File: config.mk
export PLATFORM = sky130hd
export DESIGN_NAME = am_error_monitor_flat
export DESIGN_NICKNAME = d
export VERILOG_FILES = /design/src/rtl/am_error_monitor_pkg.sv /design/src/rtl/am_error_monitor_if.sv /design/src/rtl/am_error_monitor_err_stage.sv /design/src/rtl/am_error_monitor.sv /design/src/flat_wrapper.sv
export SDC_FILE = /design/constraint.sdc
export NUM_CORES = 1
export LEC_CHECK = 0
export CORE_ASPECT_RATIO = 0.7
export CORE_MARGIN = 3
export CORE_UTILIZATION = 52
export DETAILED_ROUTE_END_ITERATION = 8
export GPL_ROUTABILITY_DRIVEN = 0
export PLACE_DENSITY = 0.78
export SETUP_SLACK_MARGIN = 0.2
export SYNTH_ARGS = -nofsm -noshare
export SYNTH_HDL_FRONTEND = slang
export SYNTH_HIERARCHICAL = 1
export SYNTH_SLANG_ARGS = --single-unit
File: constraint.sdc
create_clock -name clk -period 5.4 [get_ports clk]
set_input_delay 0.54 -clock clk [delete_from_list [all_inputs] [get_ports clk]]
set_output_delay 0.54 -clock clk [all_outputs]
set_load 0.1 [all_outputs]
File: src/rtl/am_error_monitor_pkg.sv
// Shared types and width helpers for the approximate-multiplier error monitor
// and the multiplier characterisation benches.
package am_pkg;

  typedef enum logic [1:0] {IDLE, RUN, DRAIN, DONE} am_mon_state_t;

  localparam int unsigned AM_WIDTH = 8;

  function automatic int unsigned am_prod_w(int unsigned w);
    return 2 * w;
  endfunction

  function automatic int unsigned am_sum_w(int unsigned w, int unsigned s);
    return 2 * w + s;
  endfunction

  function automatic int unsigned am_cnt_w(int unsigned s);
    return s + 1;
  endfunction

endpackage

File: src/rtl/am_error_monitor_if.sv
// Sample stream into the error monitor: operands, approximate product, handshake.
interface am_error_monitor_if #(
  parameter int unsigned WIDTH = 8
);
  logic                 in_valid;
  logic                 in_ready;
  logic [WIDTH-1:0]     in_a;
  logic [WIDTH-1:0]     in_b;
  logic [2*WIDTH-1:0]   in_y;

  modport master (output in_valid, output in_a, output in_b, output in_y, input in_ready);
  modport slave  (input in_valid, input in_a, input in_b, input in_y, output in_ready);
endinterface

File: src/rtl/am_error_monitor_err_stage.sv
// Two-stage error-distance pipe: S1 captures a/b/y, S2 holds exact product and
// |a*b - y|. Latency 2 from in_valid to out_valid.
module am_err_stage
  import am_pkg::*;
#(
  parameter int unsigned WIDTH = 8
) (
  input  logic                          clk,
  input  logic                          rst_n,
  input  logic                          in_valid,
  input  logic [WIDTH-1:0]              a,
  input  logic [WIDTH-1:0]              b,
  input  logic [am_prod_w(WIDTH)-1:0]   y,
  output logic                          out_valid,
  output logic [am_prod_w(WIDTH)-1:0]   out_ed
);

  localparam int unsigned PW = am_prod_w(WIDTH);

  logic            s1_valid_q, s1_valid_d;
  logic [WIDTH-1:0] s1_a_q, s1_a_d, s1_b_q, s1_b_d;
  logic [PW-1:0]   s1_y_q, s1_y_d;
  logic            s2_valid_q, s2_valid_d;
  logic [PW-1:0]   s2_exact_q, s2_exact_d;
  logic [PW-1:0]   s2_ed_q, s2_ed_d;
  logic [PW:0]     diff;

  always_comb begin
    s1_valid_d = in_valid;
    s1_a_d     = in_valid ? a : s1_a_q;
    s1_b_d     = in_valid ? b : s1_b_q;
    s1_y_d     = in_valid ? y : s1_y_q;

    s2_valid_d = s1_valid_q;
    s2_exact_d = PW'(s1_a_q) * PW'(s1_b_q);
    // Extra sign bit so y > exact yields a negative difference, not a wrap.
    diff       = {1'b0, s2_exact_d} - {1'b0, s1_y_q};
    s2_ed_d    = diff[PW] ? (~diff[PW-1:0] + PW'(1)) : diff[PW-1:0];
  end

  always_ff @(posedge clk) begin
    if (!rst_n) begin
      s1_valid_q <= 1'b0;
      s1_a_q     <= '0;
      s1_b_q     <= '0;
      s1_y_q     <= '0;
      s2_valid_q <= 1'b0;
      s2_exact_q <= '0;
      s2_ed_q    <= '0;
    end else begin
      s1_valid_q <= s1_valid_d;
      s1_a_q     <= s1_a_d;
      s1_b_q     <= s1_b_d;
      s1_y_q     <= s1_y_d;
      s2_valid_q <= s2_valid_d;
      s2_exact_q <= s2_exact_d;
      s2_ed_q    <= s2_ed_d;
    end
  end

  assign out_valid = s2_valid_q;
  assign out_ed    = s2_ed_q;

  logic unused_exact;
  assign unused_exact = ^s2_exact_q;

endmodule

File: src/rtl/am_error_monitor.sv
// Streaming error-metric collector for approximate multipliers: accumulates
// sum, mean, max of |a*b - y| and error count over 2^SAMPLES_LOG2 samples.
module am_error_monitor
  import am_pkg::*;
#(
  parameter int unsigned WIDTH        = 8,
  parameter int unsigned SAMPLES_LOG2 = 16
) (
  input  logic                                     clk,
  input  logic                                     rst_n,
  input  logic                                     start,
  am_error_monitor_if.slave                        in_if,
  output logic                                     busy,
  output logic                                     done,
  output logic [am_sum_w(WIDTH, SAMPLES_LOG2)-1:0] sum_ed,
  output logic [am_prod_w(WIDTH)-1:0]              mean_ed,
  output logic [am_prod_w(WIDTH)-1:0]              max_ed,
  output logic [am_cnt_w(SAMPLES_LOG2)-1:0]        err_count
);

  localparam int unsigned PW    = am_prod_w(WIDTH);
  localparam int unsigned SUM_W = am_sum_w(WIDTH, SAMPLES_LOG2);
  localparam int unsigned CNT_W = am_cnt_w(SAMPLES_LOG2);
  localparam logic [CNT_W-1:0] LAST_IDX = CNT_W'((1 << SAMPLES_LOG2) - 1);

  am_mon_state_t    state_q, state_d;
  logic [CNT_W-1:0] cnt_q, cnt_d;
  logic             drain_q, drain_d;
  logic [SUM_W-1:0] sum_q, sum_d;
  logic [PW-1:0]    max_q, max_d;
  logic [CNT_W-1:0] err_q, err_d;

  logic             accept;
  logic             st_valid;
  logic [PW-1:0]    st_ed;

  assign accept = (state_q == RUN) && in_if.in_valid;

  am_err_stage #(.WIDTH(WIDTH)) u_err_stage (
    .clk       (clk),
    .rst_n     (rst_n),
    .in_valid  (accept),
    .a         (in_if.in_a),
    .b         (in_if.in_b),
    .y         (in_if.in_y),
    .out_valid (st_valid),
    .out_ed    (st_ed)
  );

  always_comb begin
    state_d = state_q;
    cnt_d   = cnt_q;
    drain_d = drain_q;
    sum_d   = sum_q;
    max_d   = max_q;
    err_d   = err_q;

    case (state_q)
      IDLE, DONE: begin
        if (start) begin
          state_d = RUN;
          cnt_d   = '0;
          sum_d   = '0;
          max_d   = '0;
          err_d   = '0;
        end
      end
      RUN: begin
        if (accept) begin
          cnt_d = cnt_q + CNT_W'(1);
          if (cnt_q == LAST_IDX) begin
            state_d = DRAIN;
            drain_d = 1'b0;
          end
        end
      end
      // The pipe latency is fixed at 2, so DRAIN lasts exactly two cycles and
      // the transition to DONE lands on the final accumulation edge.
      DRAIN: begin
        drain_d = 1'b1;
        if (drain_q) state_d = DONE;
      end
      default: state_d = IDLE;
    endcase

    if (st_valid && (state_q == RUN || state_q == DRAIN)) begin
      sum_d = sum_q + SUM_W'(st_ed);
      if (st_ed > max_q) max_d = st_ed;
      if (st_ed != '0)   err_d = err_q + CNT_W'(1);
    end
  end

  always_ff @(posedge clk) begin
    if (!rst_n) begin
      state_q <= IDLE;
      cnt_q   <= '0;
      drain_q <= 1'b0;
      sum_q   <= '0;
      max_q   <= '0;
      err_q   <= '0;
    end else begin
      state_q <= state_d;
      cnt_q   <= cnt_d;
      drain_q <= drain_d;
      sum_q   <= sum_d;
      max_q   <= max_d;
      err_q   <= err_d;
    end
  end

  assign in_if.in_ready = (state_q == RUN);
  assign busy           = (state_q == RUN) || (state_q == DRAIN);
  assign done           = (state_q == DONE);
  assign sum_ed         = sum_q;
  assign mean_ed        = sum_q[SUM_W-1:SAMPLES_LOG2];
  assign max_ed         = max_q;
  assign err_count      = err_q;

endmodule

File: src/flat_wrapper.sv
// flat-port wrapper written by rule: the top's interface ports become plain ports
module am_error_monitor_flat import am_pkg::*;
#(
  parameter int unsigned WIDTH        = 8,
  parameter int unsigned SAMPLES_LOG2 = 16
)
  (clk, rst_n, start, busy, done, sum_ed, mean_ed, max_ed, err_count, in_if_in_valid, in_if_in_a, in_if_in_b, in_if_in_y, in_if_in_ready);
  am_error_monitor_if #(.WIDTH(WIDTH)) in_if_i ();
  input  logic clk;
  input  logic rst_n;
  input  logic start;
  output logic busy;
  output logic done;
  output logic [am_sum_w(WIDTH, SAMPLES_LOG2)-1:0] sum_ed;
  output logic [am_prod_w(WIDTH)-1:0] mean_ed;
  output logic [am_prod_w(WIDTH)-1:0] max_ed;
  output logic [am_cnt_w(SAMPLES_LOG2)-1:0] err_count;
  input wire logic [$bits(in_if_i.in_valid)-1:0] in_if_in_valid;
  input wire logic [$bits(in_if_i.in_a)-1:0] in_if_in_a;
  input wire logic [$bits(in_if_i.in_b)-1:0] in_if_in_b;
  input wire logic [$bits(in_if_i.in_y)-1:0] in_if_in_y;
  output wire logic [$bits(in_if_i.in_ready)-1:0] in_if_in_ready;
  assign in_if_i.in_valid = in_if_in_valid;
  assign in_if_i.in_a = in_if_in_a;
  assign in_if_i.in_b = in_if_in_b;
  assign in_if_i.in_y = in_if_in_y;
  assign in_if_in_ready = in_if_i.in_ready;
  am_error_monitor #(.WIDTH(WIDTH), .SAMPLES_LOG2(SAMPLES_LOG2)) u_core (.clk(clk), .rst_n(rst_n), .start(start), .in_if(in_if_i), .busy(busy), .done(done), .sum_ed(sum_ed), .mean_ed(mean_ed), .max_ed(max_ed), .err_count(err_count));
endmodule
==> metrics.txt, run 1 <==
run status=complete, no violations; H-tree lvl count=4; drt first pass iters=5; crit path max fanout=6; #FFs+latches synth=135; Place WS=0.0689 ns; Final period util=94.5%; Final #Nets=1456; FMAX=0.196 GHz; WP depth=18; drt wl/cell=16.4 um; clk slew on worst S/H paths=0.06 ns; Critical Path RT=5.75 ns; Worst Hold Class=reg -> reg; Yosys warnings=6; clk root buf=clkbuf_16; delay-heaviest family, CP=adder cells; Tot GR Track Use=24.0%; crit-path max cell delay=0.48 ns; port bufs=119; Setup CP Type=reg -> reg; Async SR Flop Fraction=0%; clk buf depth=2; Final Util=63.6%; core area=19000 um^2; post-route minimum period=5.10 ns; TritonCTS Sinks=135; Slew Viols, Final=0; Hold-fix buffers, CTS=0; headroom to the max-slew limit=28.0%; Synth Flop Type=dfxtp_1; Initial Util=53.2%; final worst setup slack=0.295 ns; CP Launch Type=flip-flop; Fin. Hold Viols=0; vias per cell=5.71; DR vias=8929; most frequent cells in the layout=inv_1, dfxtp_1, clkdlybuf4s50_1, nand2_1, nor2_1; LEAKAGE=5.00 nW; sequential fraction of the synthesis area=26.7%; post-route ant nets=0; I/O Pins=120; VDD IR max=404 uV; # diodes=0; CTS buffer count=17; pin count of the biggest net entering global routing=60; unique cell type count in the Yosys netlist=85; post-DP HPWL=18500 um; synth-to-layout area growth=19.5%; unrepaired setup endpoints after global routing=false; CTS tree=done; Row Count=42; final setup violation count=0; crit path cell chain=buf_4 -> and2_1 -> fa_1 -> ha_1 -> inv_1 -> fa_1 -> inv_1 -> ha_1 -> ha_2 -> inv_1 -> fa_1 -> and2b_2 -> o2111ai_4 -> and4_4 -> o31a_1 -> or3_4 -> or3_1 -> a21oi_1; Detailed Route WL=25600 um; worst path arrival time=5.45 ns; share of cells above drive strength 1=8.38%; Avg Inst Size Synth=8.49 um^2; DRC Markers=0; die area=21200 um^2; syn nets=1362; Starting DRT DRC Count=775; initial antenna violation count=0; first-pass GRT wire length=41700 um; Post-synth EDFFs=0; Layout Skew=0.00945 ns; mapped cell area=10100 um^2; worst skew pair latency=0.44 ns; R2R depth=18; hold slack=0.437 ns; global route total overflow=0; Die Span Y=123 um; cell with the largest stage delay on the worst path=fa_1; most common cell after layout, fill and taps aside=inv_1; vias in the first global route=8353; Buf+Inv Stages, Crit Path=4; Cells after Synth=1193; final instance area=12100 um^2; Worst-Margin Slew=1.08 ns; hold path depth=1; Die Span X=173 um; PD cells=402 nW/um^2; max-cap violations=0; Post-Route Setup TNS=0 ns; Critical Path End Type=flip-flop; placed instance area=11400 um^2
repair_timing:
action,CTS,global route
setup buffers,0,4
pin swaps,1,5
gates resized for setup,11,32
cloned,2,0
endpoints found under the setup margin,11,15
worst register-to-register path, cell delays in order (launching register included):
cell and delay (ns):
dfxtp_1 0.36, buf_4 0.18, and2_1 0.18, fa_1 0.48, ha_1 0.29, inv_1 0.04
fa_1 0.48, inv_1 0.05, ha_1 0.28, ha_2 0.19, inv_1 0.06, fa_1 0.40
and2b_2 0.28, o2111ai_4 0.16, and4_4 0.24, o31a_1 0.32, or3_4 0.47, or3_1 0.41
a21oi_1 0.16
registers in the layout, summed over array words and instances, names as in the netlist:
register	flops
u_core/u_err_stage/s1_a_q	8
u_core/cnt_q	17
u_core/u_err_stage/s1_valid_q	1
u_core/u_err_stage/out_valid	1
u_core/state_q	2
u_core/drain_q	1
u_core/u_err_stage/out_ed	16
u_core/sum_ed	32
u_core/u_err_stage/s1_y_q	16
u_core/max_ed	16
u_core/err_count	17
u_core/u_err_stage/s1_b_q	8
path summary, 6_finish.rpt:
path                                       from                            to  slack, ns
hold reg to reg   u_core/u_err_stage/s1_valid_q  u_core/u_err_stage/out_valid       0.44
setup / recovery   u_core/u_err_stage/s1_a_q[0]  u_core/u_err_stage/out_ed[6]       0.30
hold / removal    u_core/u_err_stage/s1_valid_q  u_core/u_err_stage/out_valid       0.44
setup reg to reg   u_core/u_err_stage/s1_a_q[0]  u_core/u_err_stage/out_ed[6]       0.30
metrics by stage:
step / instances / power [mW]
finish: 1564 / 4.87
global route: 1564 / 5.18
CTS: 1560 / 4.65
detailed placement: 1526 / 3.45
global placement: 1526 / 3.39
floorplan: 1193 / 2.98
power by group:
group	total (mW)	internal [mW]	switching, mW
sequential	1.22	1.10	0.121
combinational	2.58	1.03	1.55
clock	1.07	0.606	0.462
area by class of cell:
class / count / area (um^2)
fillers: 1584 / 6920
multi-input cells: 869 / 6720
flip-flops and latches: 135 / 2720
repair buffers: 136 / 1310
inverters: 128 / 480
clock buffers: 20 / 457
well taps: 264 / 330
clock inverters: 12 / 77.6
metal layers:
layer,track usage [%],vias up,wire length [um]
li1,-,4311,-
met1,35.1,4273,12300
met2,35.9,314,11000
met3,5.13,31,2050
met4,6.38,0,277
met5,0,-,0
synth_stat cells, types with 19 or more instances:
cell type / count / area [um^2]
xor2_1: 22 / 193
clkbuf_1: 32 / 120
or3_1: 19 / 119
nand4_1: 22 / 138
fa_1: 51 / 1020
o21ai_0: 38 / 190
nand2_1: 107 / 402
ha_1: 82 / 1030
and2_1: 52 / 325
inv_1: 125 / 469
dfxtp_1: 135 / 2700
a21oi_1: 42 / 210
nor2_1: 88 / 330
nand3_1: 58 / 290
mux2i_1: 63 / 631
cell families after synthesis:
family	count (synthesis)	share of synthesized area, %
buf+inv	191	8.36
fa+ha+maj	133	20.2
mux	64	6.34
simple gates	439	22.2
xor+xnor	34	2.94
compound gates	197	13.3
flops	135	26.7
Note: power is estimated with default switching activity, not from simulation.
==> run 2, diff against run 1 <==
Settings changed: CORE_UTILIZATION 52 to 35, PLACE_DENSITY 0.78 to default.
==> run 2 against run 1 <==
Clock-buffer cell count is 2 lower. Final area grew 2.5%. Clock skew grew 0.0013 ns. Critical path depth unchanged. Setup slack better by 0.092 ns. First-iteration DRC count decreased by 20%. Power is 5.5% higher. Utilization down 20 points. Fmax is 1.8% higher. Largest power group unchanged. Wire length is 3.3% higher. Hold slack worse by 0.0021 ns.
==> metrics.txt, run 2 (synthesized netlist as in run 1, its figures left out) <==
most common cell after layout, fill and taps aside=inv_1; Final period util=92.8% (-1.7 points); Die Span Y=148 um (+21%); headroom to the max-slew limit=27.6% (-0.39 points); VDD IR max=281 uV (-30%); post-route ant nets=0 (unchanged); placed instance area=11500 um^2 (+1.3%); FMAX=0.200 GHz (+1.8%); pin count of the biggest net entering global routing=53 (-12%); first-pass GRT wire length=43100 um (+3.4%); Hold-fix buffers, CTS=0 (unchanged); post-placement cell count=1635 (+7.1%); clk root buf=clkbuf_16; die area=31100 um^2 (+46%); share of cells above drive strength 1=8.67% (+0.28 points); DR vias=8637 (-3.3%); Critical Path RT=5.74 ns (about the same); clk buf depth=2 (unchanged); Post-Layout Cell Count=1675 (+7.1%); initial antenna violation count=0 (unchanged); Worst-Margin Slew=1.09 ns (+0.00585 ns); Detailed Route WL=26500 um (+3.3%); TritonCTS Sinks=135 (unchanged); vias in the first global route=8172 (-2.2%); Largest register FFs=32 (unchanged); max-cap violations=0 (unchanged); worst skew pair latency=0.43 ns (about the same); Slew Viols, Final=0 (unchanged); crit path max fanout=9 (+3); core area=28100 um^2 (+48%); most frequent cells in the layout=inv_1, dfxtp_1, clkdlybuf4s50_1, nand2_1, nor2_1; synth-to-layout area growth=22.4%; Fin. Hold Viols=0 (unchanged); Worst Hold Class=reg -> reg; post-DP HPWL=19900 um (+7.4%); Tot GR Track Use=17.0% (-7.0 points); worst path arrival time=5.36 ns (-0.09 ns); unrepaired setup endpoints after global routing=true; Final Util=44.1% (-20 points); Die Span X=209 um (+21%); Final #Nets=1460 (+0.27%); vias per cell=5.16 (-9.7%); Critical Path End Type=flip-flop; hold path depth=1 (unchanged); Post-Route Setup TNS=0 ns (unchanged); CTS tree=done; final instance area=12400 um^2 (+2.5%); Setup CP Type=reg -> reg; hold slack=0.435 ns (-0.00209 ns); I/O Pins=120 (unchanged); Initial Util=36.0% (-17 points); Row Count=51 (+21%); drt first pass iters=5 (unchanged); Layout Skew=0.0107 ns (+0.00128 ns); # diodes=0 (unchanged); PD cells=414 nW/um^2 (+3.0%); run status=complete, no violations; DRC Markers=0 (unchanged); drt wl/cell=15.8 um (-3.5%); clk slew on worst S/H paths=0.06 ns (about the same); CTS buffer count=17 (unchanged); post-route minimum period=5.01 ns (-0.0922 ns); R2R depth=18 (unchanged); H-tree lvl count=4 (unchanged); Starting DRT DRC Count=617 (-20%); port bufs=119 (unchanged); CP Launch Type=flip-flop; r2r setup slk=0.39 ns (+0.09 ns); LEAKAGE=5.09 nW (+1.8%); global route total overflow=0 (unchanged); final setup violation count=0 (unchanged)
## run 2: final timing paths
check,start,to
worst max register to register,u_core/u_err_stage/s1_a_q[3],u_core/u_err_stage/out_ed[7]
worst max-delay path,u_core/u_err_stage/s1_a_q[3],u_core/u_err_stage/out_ed[7]
worst min-delay path,u_core/u_err_stage/s1_valid_q,u_core/u_err_stage/out_valid
worst min register to register,u_core/u_err_stage/s1_valid_q,u_core/u_err_stage/out_valid
## run 2: area by class of cell
class | count | area, um^2
Fill cell | 2768 | 15700
Multi-Input combinational cell | 868 | 6710
Sequential cell | 135 | 2720
Timing Repair Buffer | 141 | 1360
Inverter | 128 | 480
Tap cell | 371 | 464
Clock buffer | 18 | 439
Clock inverter | 14 | 221
## run 2: through the flow
stage,power [mW],setup slack [ns]
floorplan,2.98,0.337
global placement,3.45,0.214
detailed placement,3.49,0.0698
CTS,4.86,0.199
global route,5.48,0.185
finish,5.14,0.388
## run 2: power breakdown
part           total (mW)  switching (mW)  leakage [nW]  internal (mW)
sequential           1.22           0.123          1.10           1.10
combinational        2.59            1.51          3.68           1.09
clock                1.32           0.486         0.313          0.836
## run 2: what timing repair did
action,CTS,global route
pin swaps,1,9
buffers inserted,0,7
gates resized for setup,5,35
setup endpoints to repair,10,13
gates cloned,0,1
## run 2: worst max-delay path, cell delays in order, from the launching register on
cell	delay, ns
dfxtp_4	0.38
and2_1	0.18
fa_1	0.50
inv_1	0.05
fa_1	0.52
inv_1	0.05
fa_1	0.52
inv_1	0.05
fa_1	0.53
inv_1	0.06
ha_4	0.30
nand3_2	0.09
and2_4	0.17
and4_4	0.18
o31a_1	0.27
or3_4	0.40
buf_4	0.17
or3_1	0.36
a21oi_1	0.14
## run 2: per-layer routing
metal / global-route usage, % / up-vias / wire length, um / part of all wire (%)
met5: 0 / - / 0 / 0
met4: 3.61 / 0 / 209 / 0.79
met3: 3.52 / 16 / 1430 / 5.4
met2: 24.0 / 184 / 10800 / 41
met1: 26.3 / 4134 / 14100 / 53
li1: - / 4303 / - / -
==> run 3, diff against run 2 <==
Settings changed: CORE_ASPECT_RATIO 0.7 to default.
==> run 3 against run 2 <==
Setup slack worse by 0.024 ns. Clock-buffer cell count shrank 1. Clock skew is 0.0099 ns higher. Cell count decreased by 0.30%. Hold slack better by 0.012 ns. Sequential share of layout area grew 0.36 points. Global-route usage shrank 0.94 points. Highest routed layer unchanged. Sequential power hardly changed. Non-clock buffer count fell by 13. Clock power is 11% lower. Power fell by 6.9%. Largest cell class unchanged.
==> metrics.txt, run 3 (synthesized netlist as in run 1, its figures left out) <==
crit path cell chain=and2_1 -> fa_1 -> inv_1 -> fa_1 -> inv_1 -> fa_1 -> inv_1 -> fa_1 -> inv_1 -> ha_4 -> nand3_1 -> and2_4 -> o21a_1 -> o31a_1 -> buf_4 -> or3_4 -> a31oi_1 -> mux2i_1; global route total overflow=0 (unchanged); hold slack=0.447 ns (+0.0120 ns); final instance area=12200 um^2 (-1.7%); die area=31000 um^2 (-0.10%); Tot GR Track Use=16.0% (-0.94 points); cell internal pwr=2.72 mW (-10%); unrepaired setup endpoints after global routing=false; post-route minimum period=5.04 ns (+0.0238 ns); most common cell after layout, fill and taps aside=inv_1; clk slew on worst S/H paths=0.07 ns (about the same); pin count of the biggest net entering global routing=58 (+9.4%); post-route ant nets=0 (unchanged); post-DP HPWL=18500 um (-6.8%); Hold-fix buffers, CTS=0 (unchanged); drt wl/cell=15.0 um (-5.2%); Overall Power=4.78 mW (-6.9%); Critical Path End Type=flip-flop; most frequent cells in the layout=inv_1, dfxtp_1, clkdlybuf4s50_1, nand2_1, nor2_1; CP Launch Type=flip-flop; Starting DRT DRC Count=533 (-14%); final setup violation count=0 (unchanged); Worst Hold Class=reg -> reg; CTS tree=done; crit-path max cell delay=0.53 ns (about the same); DR top layer=met4; first-pass GRT wire length=41000 um (-4.8%); synth-to-layout area growth=20.3%; Largest register FFs=32 (unchanged); vias per cell=5.20 (+0.81%); TritonCTS Sinks=135 (unchanged); delay-heaviest family, CP=adder cells; Place WS=0.112 ns (+0.0420 ns); headroom to the max-slew limit=30.7% (+3.1 points); core area=28200 um^2 (about the same); DR WL met2=11600 um (+7.5%); Final Util=43.3% (-0.79 points); Die Span Y=176 um (+19%); PD cells=392 nW/um^2 (-5.3%); clock share of power=24.7% (-1.0 points); run status=complete, no violations; Slew Viols, Final=0 (unchanged); Worst setup startpoint=u_core/u_err_stage/s1_a_q[3]; Post-Route Setup TNS=0 ns (unchanged); worst path arrival time=5.39 ns (+0.03 ns); Fin. Hold Viols=0 (unchanged); cell with the largest stage delay on the worst path=fa_1; LEAKAGE=4.98 nW (-2.1%); switching pwr=2.06 mW (-2.4%); Final period util=93.3% (+0.44 points); Buf+Inv Stages, Crit Path=5 (unchanged); clk buf depth=2 (unchanged); CTS buffer count=17 (unchanged); initial antenna violation count=0 (unchanged); DR vias=8681 (+0.51%); post-placement cell count=1633 (-0.12%); final worst setup slack=0.364 ns (-0.0238 ns); Combinational Power Share=49.5% (-1.0 points); # diodes=0 (unchanged); crit path max fanout=11 (+2); clk root buf=clkbuf_16; H-tree lvl count=4 (unchanged); port bufs=119 (unchanged); Critical Path RT=5.75 ns (about the same); register share of total power=25.8% (+2.0 points); Post-Layout Cell Count=1670 (-0.30%); Setup CP Type=reg -> reg; DRC Markers=0 (unchanged); max-cap violations=0 (unchanged); Die Span X=176 um (-16%); I/O Pins=120 (unchanged); Layout Skew=0.0206 ns (+0.00992 ns); worst skew pair latency=0.43 ns (about the same); placed instance area=11500 um^2 (-0.51%); Net Sw Frac=43.2% (+2.0 points); drt first pass iters=5 (unchanged); Reg-to-Reg Start=u_core/u_err_stage/s1_a_q[3]; WL met3=1200 um (-16%); Met1 Wirelength=11900 um (-16%); Detailed Route WL=25100 um (-5.4%); FMAX=0.199 GHz (-0.47%); Row Count=61 (+20%); Final #Nets=1448 (-0.82%); VDD IR max=241 uV (-14%); Initial Util=36.0% (about the same); Worst-Margin Slew=1.04 ns (-0.0470 ns); share of cells above drive strength 1=7.28% (-1.4 points); vias in the first global route=8151 (-0.26%); Hold Crit Start=u_core/u_err_stage/s1_valid_q
[run 3: changes by cell type in the layout (fill, tap and decap cells not counted), moves of 2 or more]
cell       change
a21oi_2        -2
clkinv_4       -2
a21oi_1        +2
buf_4         -12
o21ai_0        -2
inv_6          +3
inv_8          +4
ha_4           -2
nand3_1        +2
bufinv_16      -4
nand3_2        -2
o21ai_1        +2
[run 3: area by class of cell]
| type | count | area [um^2] |
|---|---|---|
| fill | 2756 | 16000 |
| multi-input combinational | 869 | 6680 |
| sequential | 135 | 2720 |
| timing repair buffer | 128 | 1250 |
| inverter | 128 | 480 |
| tap | 378 | 473 |
| clock buffer | 17 | 425 |
| clock inverter | 15 | 155 |
[run 3: layer usage]
metal  GRT usage [%]  vias up
met3            2.60       28
met1            21.6     4147
li1                -     4278
met2            26.6      228
met5               0        -
met4            4.45        0
[run 3: worst register-to-register path: cells and delay by family (launching register included)]
kind | cells | cell delay (ns)
adder cells (fa/ha/maj) | 5 | 2.39
AND/OR/NAND/NOR | 4 | 0.94
AO/OA/AOI/OAI | 3 | 0.70
buffers and inverters | 5 | 0.38
flip-flops | 1 | 0.37
multiplexers | 1 | 0.20
[run 3: power by group through the flow]
stage | registers [mW] | logic [mW] | clock network (mW)
floorplan | 1.20 | 1.78 | 0
detailed placement | 1.25 | 2.17 | 0
CTS | 1.23 | 2.21 | 1.21
global placement | 1.25 | 2.15 | 0
global route | 1.25 | 2.64 | 1.25
finish | 1.24 | 2.37 | 1.18
[run 3: path summary, 6_finish.rpt]
kind / endpoint / slack (ns) / cells after the start
hold / removal: u_core/u_err_stage/out_valid / 0.45 / 1
setup reg to reg: u_core/u_err_stage/out_ed[13] / 0.36 / 18
setup / recovery: u_core/u_err_stage/out_ed[13] / 0.36 / 18
hold reg to reg: u_core/u_err_stage/out_valid / 0.45 / 1
[run 3: what timing repair did]
action,4_1_cts,5_1_grt
setup buffers,0,3
gates cloned,0,2
pin swaps,1,4
setup endpoints to repair,10,14
resized for setup,7,24
